==> config.mk <==
export PLATFORM = sky130hd
export DESIGN_NAME = sm_controller_flat
export DESIGN_NICKNAME = d
export VERILOG_FILES = /design/src/rtl/sm_controller_if.sv /design/src/rtl/sm_controller.sv /design/src/flat_wrapper.sv
export SDC_FILE = /design/constraint.sdc
export NUM_CORES = 1
export LEC_CHECK = 0
export BUFFER_PORTS_ARGS = -buffer_cell sky130_fd_sc_hd__buf_2
export CELL_PAD_IN_SITES_DETAIL_PLACEMENT = 2
export CELL_PAD_IN_SITES_GLOBAL_PLACEMENT = 2
export CORE_MARGIN = 3
export CORE_UTILIZATION = 29
export CTS_BUF_LIST = sky130_fd_sc_hd__clkbuf_8
export DETAILED_ROUTE_END_ITERATION = 6
export PLACE_DENSITY = 0.83
export SLEW_MARGIN = 5
export SYNTH_ARGS = -nofsm -noshare
export SYNTH_HDL_FRONTEND = slang
export SYNTH_SLANG_ARGS = --single-unit
==> constraint.sdc <==
create_clock -name clk -period 5.7 [get_ports clk]
set_clock_uncertainty 0.2 [all_clocks]
set_input_delay 0.57 -clock clk [delete_from_list [all_inputs] [get_ports clk]]
set_output_delay 0.57 -clock clk [all_outputs]
set_load 0.1 [all_outputs]
==> src/rtl/sm_controller_if.sv <==
// ----------------------------------------------------------------------------
// sm_controller_if
// Host command channel of sm_controller (valid/ready handshake).
//   cmd_valid  host -> ctrl  command present
//   cmd_ready  ctrl -> host  controller can accept a command
//   cmd_op     host -> ctrl  3-bit opcode
//   cmd_mask   host -> ctrl  target state machines
//   cmd_data   host -> ctrl  [15:0] instruction word, [20:16] memory address
// Modports: master = host side, slave = controller side.
// ----------------------------------------------------------------------------
interface sm_controller_if #(
  parameter int NUM_SM = 4
);
  logic              cmd_valid;
  logic              cmd_ready;
  logic [2:0]        cmd_op;
  logic [NUM_SM-1:0] cmd_mask;
  logic [20:0]       cmd_data;

  modport master (output cmd_valid, cmd_op, cmd_mask, cmd_data, input cmd_ready);
  modport slave  (input cmd_valid, cmd_op, cmd_mask, cmd_data, output cmd_ready);
endinterface

==> src/rtl/sm_controller.sv <==
// ----------------------------------------------------------------------------
// sm_controller
// Sequences the PIO state machines from the host side: enable mask,
// timed synchronous restarts, divider restarts, instruction-memory writes
// and forced-instruction (EXEC) injection. One command at a time.
//
// Optional feature macro: SM_CONTROLLER_EXEC_EN
//   defined   -> EXEC supported (EXEC_WAIT state, timeout counter, exec_instr)
//   undefined -> opcode 5 is rejected like opcode 7; imm/exec_instr tied to 0
//
// Ports:
//   clk, reset        clock, synchronous active-high reset
//   cmd               command channel (sm_controller_if.slave)
//   exec_tick         per-machine en&penable strobe (EXEC completion)
//   sm_en, sm_reset   per-machine enable / synchronous reset
//   div_restart       per-machine divider-phase restart pulse
//   imm, exec_instr   forced-instruction select and word
//   imem_we/addr/data instruction-memory write port
//   busy, done, err   status (done/err are one-cycle pulses)
// ----------------------------------------------------------------------------
module sm_controller #(
  parameter int NUM_SM       = 4,
  parameter int RST_CYCLES   = 2,
  parameter int EXEC_TIMEOUT = 255
) (
  input  logic              clk,
  input  logic              reset,
  sm_controller_if.slave    cmd,
  input  logic [NUM_SM-1:0] exec_tick,
  output logic [NUM_SM-1:0] sm_en,
  output logic [NUM_SM-1:0] sm_reset,
  output logic [NUM_SM-1:0] div_restart,
  output logic [NUM_SM-1:0] imm,
  output logic [15:0]       exec_instr,
  output logic              imem_we,
  output logic [4:0]        imem_addr,
  output logic [15:0]       imem_data,
  output logic              busy,
  output logic              done,
  output logic              err
);
  typedef enum logic [1:0] {ST_IDLE = 2'd0, ST_RESTART = 2'd1, ST_EXEC_WAIT = 2'd2} state_t;

  localparam logic [2:0] OP_NOP     = 3'd0;
  localparam logic [2:0] OP_ENABLE  = 3'd1;
  localparam logic [2:0] OP_DISABLE = 3'd2;
  localparam logic [2:0] OP_RESTART = 3'd3;
  localparam logic [2:0] OP_DIV     = 3'd4;
  localparam logic [2:0] OP_EXEC    = 3'd5;
  localparam logic [2:0] OP_IMEM    = 3'd6;

`ifdef SM_CONTROLLER_EXEC_EN
  localparam int CNT_W = 8;
  localparam logic [CNT_W-1:0] EXEC_LOAD = CNT_W'(EXEC_TIMEOUT - 1);
`else
  localparam int CNT_W = 4;
`endif
  localparam logic [CNT_W-1:0] RST_LOAD = CNT_W'(RST_CYCLES - 1);

  state_t            state_r, state_s;
  logic [NUM_SM-1:0] en_r, en_s;              // stored enables (untouched by RESTART)
  logic [CNT_W-1:0]  cnt_r, cnt_s;            // cycles remaining in RESTART / EXEC_WAIT
  logic [NUM_SM-1:0] sm_en_r, sm_en_s;
  logic [NUM_SM-1:0] sm_reset_r, sm_reset_s;
  logic [NUM_SM-1:0] div_restart_r, div_restart_s;
  logic              imem_we_r, imem_we_s;
  logic [4:0]        imem_addr_r, imem_addr_s;
  logic [15:0]       imem_data_r, imem_data_s;
  logic              busy_r, busy_s;
  logic              done_r, done_s;
  logic              err_r, err_s;
  logic              accept_s;
`ifdef SM_CONTROLLER_EXEC_EN
  logic [NUM_SM-1:0] imm_r, imm_s;            // one-hot EXEC target while waiting
  logic [15:0]       exec_instr_r, exec_instr_s;
  logic [NUM_SM-1:0] target_s;

  // Isolate the lowest set bit of a mask (EXEC target selection).
  function automatic logic [NUM_SM-1:0] lowest_bit(input logic [NUM_SM-1:0] m);
    return m & (~m + NUM_SM'(1));
  endfunction

  assign target_s = lowest_bit(cmd.cmd_mask);
`endif

  assign cmd.cmd_ready = (state_r == ST_IDLE) && !reset;
  assign accept_s      = cmd.cmd_valid && cmd.cmd_ready;

  // Next-state and next-output logic for the command sequencer.
  always_comb begin
    state_s       = state_r;
    en_s          = en_r;
    cnt_s         = cnt_r;
    sm_en_s       = sm_en_r;
    sm_reset_s    = sm_reset_r;
    div_restart_s = '0;
    imem_we_s     = 1'b0;
    imem_addr_s   = imem_addr_r;
    imem_data_s   = imem_data_r;
    done_s        = 1'b0;
    err_s         = 1'b0;
`ifdef SM_CONTROLLER_EXEC_EN
    imm_s         = imm_r;
    exec_instr_s  = exec_instr_r;
`endif
    case (state_r)
      ST_IDLE: begin
        if (accept_s) begin
          case (cmd.cmd_op)
            OP_NOP: done_s = 1'b1;
            OP_ENABLE: begin
              en_s    = en_r | cmd.cmd_mask;
              sm_en_s = en_r | cmd.cmd_mask;
              done_s  = 1'b1;
            end
            OP_DISABLE: begin
              en_s    = en_r & ~cmd.cmd_mask;
              sm_en_s = en_r & ~cmd.cmd_mask;
              done_s  = 1'b1;
            end
            OP_RESTART: begin
              // Masked machines are held disabled while in reset; en_r keeps
              // the bits to restore on exit, so no separate mask latch is needed.
              sm_reset_s = cmd.cmd_mask;
              sm_en_s    = en_r & ~cmd.cmd_mask;
              cnt_s      = RST_LOAD;
              state_s    = ST_RESTART;
            end
            OP_DIV: begin
              div_restart_s = cmd.cmd_mask;
              done_s        = 1'b1;
            end
            OP_IMEM: begin
              imem_we_s   = 1'b1;
              imem_addr_s = cmd.cmd_data[20:16];
              imem_data_s = cmd.cmd_data[15:0];
              done_s      = 1'b1;
            end
`ifdef SM_CONTROLLER_EXEC_EN
            OP_EXEC: begin
              // An empty mask yields an empty target, which is also rejected.
              if ((target_s & en_r) == '0) begin
                err_s = 1'b1;
              end else begin
                imm_s        = target_s;
                exec_instr_s = cmd.cmd_data[15:0];
                cnt_s        = EXEC_LOAD;
                state_s      = ST_EXEC_WAIT;
              end
            end
`endif
            default: err_s = 1'b1;
          endcase
        end else begin
          state_s = ST_IDLE;
        end
      end
      ST_RESTART: begin
        if (cnt_r == '0) begin
          sm_reset_s = '0;
          sm_en_s    = en_r;
          done_s     = 1'b1;
          state_s    = ST_IDLE;
        end else begin
          cnt_s = cnt_r - CNT_W'(1);
        end
      end
`ifdef SM_CONTROLLER_EXEC_EN
      ST_EXEC_WAIT: begin
        // A tick in the final timeout cycle still counts as success.
        if ((exec_tick & imm_r) != '0) begin
          imm_s   = '0;
          done_s  = 1'b1;
          state_s = ST_IDLE;
        end else if (cnt_r == '0) begin
          imm_s   = '0;
          err_s   = 1'b1;
          state_s = ST_IDLE;
        end else begin
          cnt_s = cnt_r - CNT_W'(1);
        end
      end
`endif
      default: state_s = ST_IDLE;
    endcase
    busy_s = (state_s != ST_IDLE);
  end

  // State and output registers with synchronous reset.
  always_ff @(posedge clk) begin
    if (reset) begin
      state_r       <= ST_IDLE;
      en_r          <= '0;
      cnt_r         <= '0;
      sm_en_r       <= '0;
      sm_reset_r    <= '0;
      div_restart_r <= '0;
      imem_we_r     <= 1'b0;
      imem_addr_r   <= 5'd0;
      imem_data_r   <= 16'h0000;
      busy_r        <= 1'b0;
      done_r        <= 1'b0;
      err_r         <= 1'b0;
`ifdef SM_CONTROLLER_EXEC_EN
      imm_r         <= '0;
      exec_instr_r  <= 16'h0000;
`endif
    end else begin
      state_r       <= state_s;
      en_r          <= en_s;
      cnt_r         <= cnt_s;
      sm_en_r       <= sm_en_s;
      sm_reset_r    <= sm_reset_s;
      div_restart_r <= div_restart_s;
      imem_we_r     <= imem_we_s;
      imem_addr_r   <= imem_addr_s;
      imem_data_r   <= imem_data_s;
      busy_r        <= busy_s;
      done_r        <= done_s;
      err_r         <= err_s;
`ifdef SM_CONTROLLER_EXEC_EN
      imm_r         <= imm_s;
      exec_instr_r  <= exec_instr_s;
`endif
    end
  end

  assign sm_en       = sm_en_r;
  assign sm_reset    = sm_reset_r;
  assign div_restart = div_restart_r;
  assign imem_we     = imem_we_r;
  assign imem_addr   = imem_addr_r;
  assign imem_data   = imem_data_r;
  assign busy        = busy_r;
  assign done        = done_r;
  assign err         = err_r;
`ifdef SM_CONTROLLER_EXEC_EN
  assign imm         = imm_r;
  assign exec_instr  = exec_instr_r;
`else
  logic unused_tick_s;
  assign unused_tick_s = ^exec_tick;
  assign imm           = '0;
  assign exec_instr    = 16'h0000;
`endif
endmodule

==> src/flat_wrapper.sv <==
// flat-port wrapper written by rule: the top's interface ports become plain ports
module sm_controller_flat 
#(
  parameter int NUM_SM       = 4,
  parameter int RST_CYCLES   = 2,
  parameter int EXEC_TIMEOUT = 255
)
  (clk, reset, exec_tick, sm_en, sm_reset, div_restart, imm, exec_instr, imem_we, imem_addr, imem_data, busy, done, err, cmd_cmd_valid, cmd_cmd_op, cmd_cmd_mask, cmd_cmd_data, cmd_cmd_ready);
  sm_controller_if #(.NUM_SM(NUM_SM)) cmd_i ();
  input  logic clk;
  input  logic reset;
  input  logic [NUM_SM-1:0] exec_tick;
  output logic [NUM_SM-1:0] sm_en;
  output logic [NUM_SM-1:0] sm_reset;
  output logic [NUM_SM-1:0] div_restart;
  output logic [NUM_SM-1:0] imm;
  output logic [15:0] exec_instr;
  output logic imem_we;
  output logic [4:0] imem_addr;
  output logic [15:0] imem_data;
  output logic busy;
  output logic done;
  output logic err;
  input wire logic [$bits(cmd_i.cmd_valid)-1:0] cmd_cmd_valid;
  input wire logic [$bits(cmd_i.cmd_op)-1:0] cmd_cmd_op;
  input wire logic [$bits(cmd_i.cmd_mask)-1:0] cmd_cmd_mask;
  input wire logic [$bits(cmd_i.cmd_data)-1:0] cmd_cmd_data;
  output wire logic [$bits(cmd_i.cmd_ready)-1:0] cmd_cmd_ready;
  assign cmd_i.cmd_valid = cmd_cmd_valid;
  assign cmd_i.cmd_op = cmd_cmd_op;
  assign cmd_i.cmd_mask = cmd_cmd_mask;
  assign cmd_i.cmd_data = cmd_cmd_data;
  assign cmd_cmd_ready = cmd_i.cmd_ready;
  sm_controller #(.NUM_SM(NUM_SM), .RST_CYCLES(RST_CYCLES), .EXEC_TIMEOUT(EXEC_TIMEOUT)) u_core (.clk(clk), .reset(reset), .cmd(cmd_i), .exec_tick(exec_tick), .sm_en(sm_en), .sm_reset(sm_reset), .div_restart(div_restart), .imm(imm), .exec_instr(exec_instr), .imem_we(imem_we), .imem_addr(imem_addr), .imem_data(imem_data), .busy(busy), .done(done), .err(err));
endmodule
* Word-level counts from Yosys, hierarchy flattened
Index checks and enable logic that the tools add are counted.
Operators by class: eq/ne operators 11, mux-type cells 23, add/subtract/negate cells 1, reduce and logical (&&, ||, !) cells 19, bitwise logic cells 6
Operators with widths (count):
- $pmux 4 s2 | 5
- $mux 4 | 8
- $reduce_and 4->1 | 3
- $eq 3x2->1 const B | 2
- $eq 3x3->1 const B | 2
- $mux 2 | 3
- $reduce_and 3->1 | 2
- $reduce_bool 2->1 | 3
- $reduce_or 6->1 | 1
- $mux 1 | 5
- $reduce_or 5->1 | 1
- $and 4x4->4 | 1
- $logic_not 4->1 | 1
- $ne 2x1->1 const B | 2
- $ne 2x2->1 const B | 2
- $not 4->4 | 1
- $or 4x4->4 | 1
- $pmux 2 s2 | 1
- $reduce_or 4->1 | 1
- $sub 4x1->4 const B | 1
- $eq 3x1->1 const B | 1
- $logic_not 3->1 | 1
- $ne 3x3->1 const B | 1
- $not 1->1 | 3
- other kinds (7) | 8
Word-level totals: bits of input ports 35, flip-flop bits (word level) 47, word-level logic and storage cells 72, output and inout bits 58

* Logic depth before layout (Yosys ltp)
depth in word-level cells 6, mapped depth 6, mapped depth without buffers 6

* Worst setup path before layout
OpenSTA, ideal clock, no wires.
kind input-to-output, start point input port reset, end point output port cmd_cmd_ready, buffers on the path 2, data arrival time 2955 ps, slack 1975 ps, data required time 4930 ps, stages 3, path through buf_2 -> buf_1 -> nor3_1
Between the ends: longest elaborated chain between the ends 2
RTL lines:
- from (decl) | RTL line flat_wrapper.sv:11 | input logic reset;
- $logic_not 1->1 | RTL line sm_controller.sv:86 | assign cmd.cmd_ready = (state_r == ST_IDLE) && !reset;
- $logic_and 1x1->1 | RTL line sm_controller.sv:86
- to (decl) | RTL line flat_wrapper.sv:28 | output wire logic [$bits(cmd_i.cmd_ready)-1:0] cmd_cmd_ready;
Every way passes these cells.

* Worst setup path in the final report
Ends and elaborated chain as after synthesis.

==> metrics.md <==
| Metric | Value |
|---|---|
| Outcome | `complete, no violations` |
| IO Pins | `93` |
| Vias post-DR | `1642` |
| Antenna viol nets, final | `0` |
| Synth Instances | `204` |
| Layout cell share with drive strength beyond 1 | `31.0%` |
| Vias in the first global route | `1705` |
| CP max FO | `43` |
| Congestion Overflow GR | `0` |
| Net Switching | `0.213 mW` |
| Final instance area | `around 2400 µm²` |
| PortBufs | `68` |
| Die height | `88.8 µm` |
| Sequential share of the synthesized area | `between 40% and 50%` |
| Flop pwr share | `51.7%` |
| Post_cts resized | `0` |
| Setup TNS | `0 ns` |
| Clk slew on worst S/H paths | `0.09 ns` |
| Max Root-Sink Buffers | `2` |
| Largest net degree at the start of global routing | `44` |
| CTS Hold Bufs | `0` |
| Clk root buf | `clkbuf_8` |
| Element type at the critical path end | `output pin` |
| TritonCTS Sinks | `47` |
| Final WL | `5050 µm` |
| Post-Synthesis Cell Area | `1990 µm²` |
| Tot Pwr | `0.646 mW` |
| Flops & latches, synth | `47` |
| Final Critical Period | `2.42 ns` |
| Wire per inst | `14.5 µm` |
| Die Width | `88.8 µm` |
| Leakage | `between 1 and 1.5 nW` |
| Drt pass-1 iters | `3` |
| Top-count cell post-synth | `dfxtp_1` |
| Pins Over Slew Limit | `0` |
| Pwr/cell area | `approximately 270 nW/µm²` |
| Final hold vios | `0` |
| CTS tree | `yes` |
| Worst vdd ir | `around 79 µV` |
| Period utilisation layout | `42.5%` |
| Rel. slew slack | `42.2%` |
| Data required, critical path | `4.93 ns` |
| Initial Util | `approximately 31%` |
| Inserted Clock Buffers | `5` |
| Core area | `6490 µm²` |
| N_diodes | `0` |
| P&R area growth vs syn | `20.8%` |
| CTS HTree Levels | `2` |
| Least-Margin Pin Slew | `0.867 ns` |
| Nets | `307` |
| Sw Ratio | `33.0%` |
| Vias per Instance | `4.72` |
| Avg Cell Area, Syn | `9.75 µm²` |
| Crit path kind | `input port to output pin` |
| Gate power share | `between 10% and 20%` |
| Routability cong. | `0.683` |
| Max-cap viol count | `0` |
| Commonest cells post-synth | `dfxtp_1, nor2_1, mux2i_1` |
| Die ar. | `7890 µm²` |
| Ys flop type | `dfxtp_1` |
| Crit path arrival time | `1.65 ns` |
| Post-synth EDFFs | `0` |
| Yosys top cell area share | `47.3%` |
| Final Setup Violations | `0` |
| Placed instance area | `2320 µm²` |
| Cell taking the most area after synthesis | `dfxtp_1` |
| Library cells used by synthesis | `32` |
| F_max | `0.413 GHz` |
| Clock Power Share | `30.7%` |
| Top post-synthesis cells by area | `dfxtp_1, mux2i_1, buf_4` |
| DP HPWL | `approximately 3800 µm` |
| Ys Warns | `0` |
| RSZ-0062 raised after global routing | `no` |
| First-pass GRT wire length | `8280 µm` |
| Setup Fix Bufs, Post-CTS | `0` |
| Starting DRT DRC Count | `60` |
| Drt drc | `0` |
| CP startpoint kind | `input port` |
| Layout fillers | `763` |
| Row cnt | `29` |
| Initial antenna violation count | `0` |
| Total GRT Usage | `a little over an eighth` |
| Post-synth ARST share | `0%` |
| Clock Latency Late Sink | `roughly 0.30 ns` |
| Hold Crit Class | `flip-flop to flip-flop` |
| Int Pwr | `0.432 mW` |
power by group through the flow:
stage | Combinational [mW] | Clock, mW | Sequential (mW)
6_report | 0.114 | 0.198 | 0.333
4_1_cts | 0.114 | 0.212 | 0.334
5_1_grt | 0.120 | 0.229 | 0.334
2_1_floorplan | 0.0894 | 0 | 0.357
3_3_place_gp | 0.112 | 0 | 0.341
3_5_place_dp | 0.114 | 0 | 0.341
area by class of cell:
class	instances	area [µm²]	share of cell area (%)
Sequential cell	47	941	39.2
Multi-Input combinational cell	144	920	38.3
Timing Repair Buffer	69	348	14.5
Tap cell	77	96.3	4.01
Clock buffer	5	68.8	2.87
Clock inverter	3	16.3	0.677
Inverter	3	11.3	0.469
final timing paths:
kind,start,end,slack (ns),depth (start not counted)
worst max-delay path,reset,cmd_cmd_ready,3.28,3
worst min-delay path,u_core.sm_en[2],u_core.sm_en[2],0.27,2
worst max register to register,u_core.cnt_r[0],u_core.sm_reset[3],3.48,6
worst min register to register,u_core.sm_en[2],u_core.sm_en[2],0.27,2
critical path, cell delays in order:
cell and delay [ns]:
buf_2 0.37, nor3_1 0.24, buf_2 0.46
per-layer routing:
metal	up-vias	GRT usage (%)	wire length [µm]
li1	787	-	-
met1	799	15.1	1990
met2	52	24.0	2650
met3	4	4.93	363
met4	0	4.53	51
met5	-	0	0
layout by cell type (no fill, tap or decap), drive strengths merged, types with 2 or more instances in the layout:
cell type / n
buf: 69
dfxtp: 47
nor2: 31
mux2i: 25
conb: 21
a21oi: 15
nor3: 10
and2: 8
a211oi: 5
nand2: 5
clkbuf: 5
inv: 4
a211o: 4
o21ai: 3
and3: 2
ha: 2
flip-flops by register name, indices dropped and copies added (netlist names), named ones only:
name,count
u_core.err,1
u_core.sm_reset,4
u_core.imem_we,1
u_core.state_r,2
u_core.busy,1
u_core.done,1
u_core.cnt_r,4
u_core.imem_data,16
u_core.div_restart,4
u_core.sm_en,4
u_core.imem_addr,5
metrics by stage:
step | worst slack [ns] | instances | util [%] | hold WS [ns]
6_report | 3.28 | 348 | 37.0 | 0.268
5_1_grt | 3.14 | 348 | 37.0 | 0.291
4_1_cts | 3.24 | 348 | 37.0 | 0.273
3_5_place_dp | 2.97 | 340 | 35.7 | 0.255
3_3_place_gp | 3.01 | 340 | 35.7 | 0.250
2_1_floorplan | 1.98 | 224 | - | 0.282
logic make-up (layout without fill, tap and decap cells):
kind of cell	after synthesis	count (layout)	synth area share, %
simple gates	64	64	16.6
flops	47	47	47.3
buf+inv	33	80	10.2
compound gates	31	31	11.4
mux	25	25	12.6
fa+ha+maj	2	2	1.26
other cells	1	21	0.189
xor+xnor	1	1	0.441
Note: power is estimated with default switching activity, not from simulation.
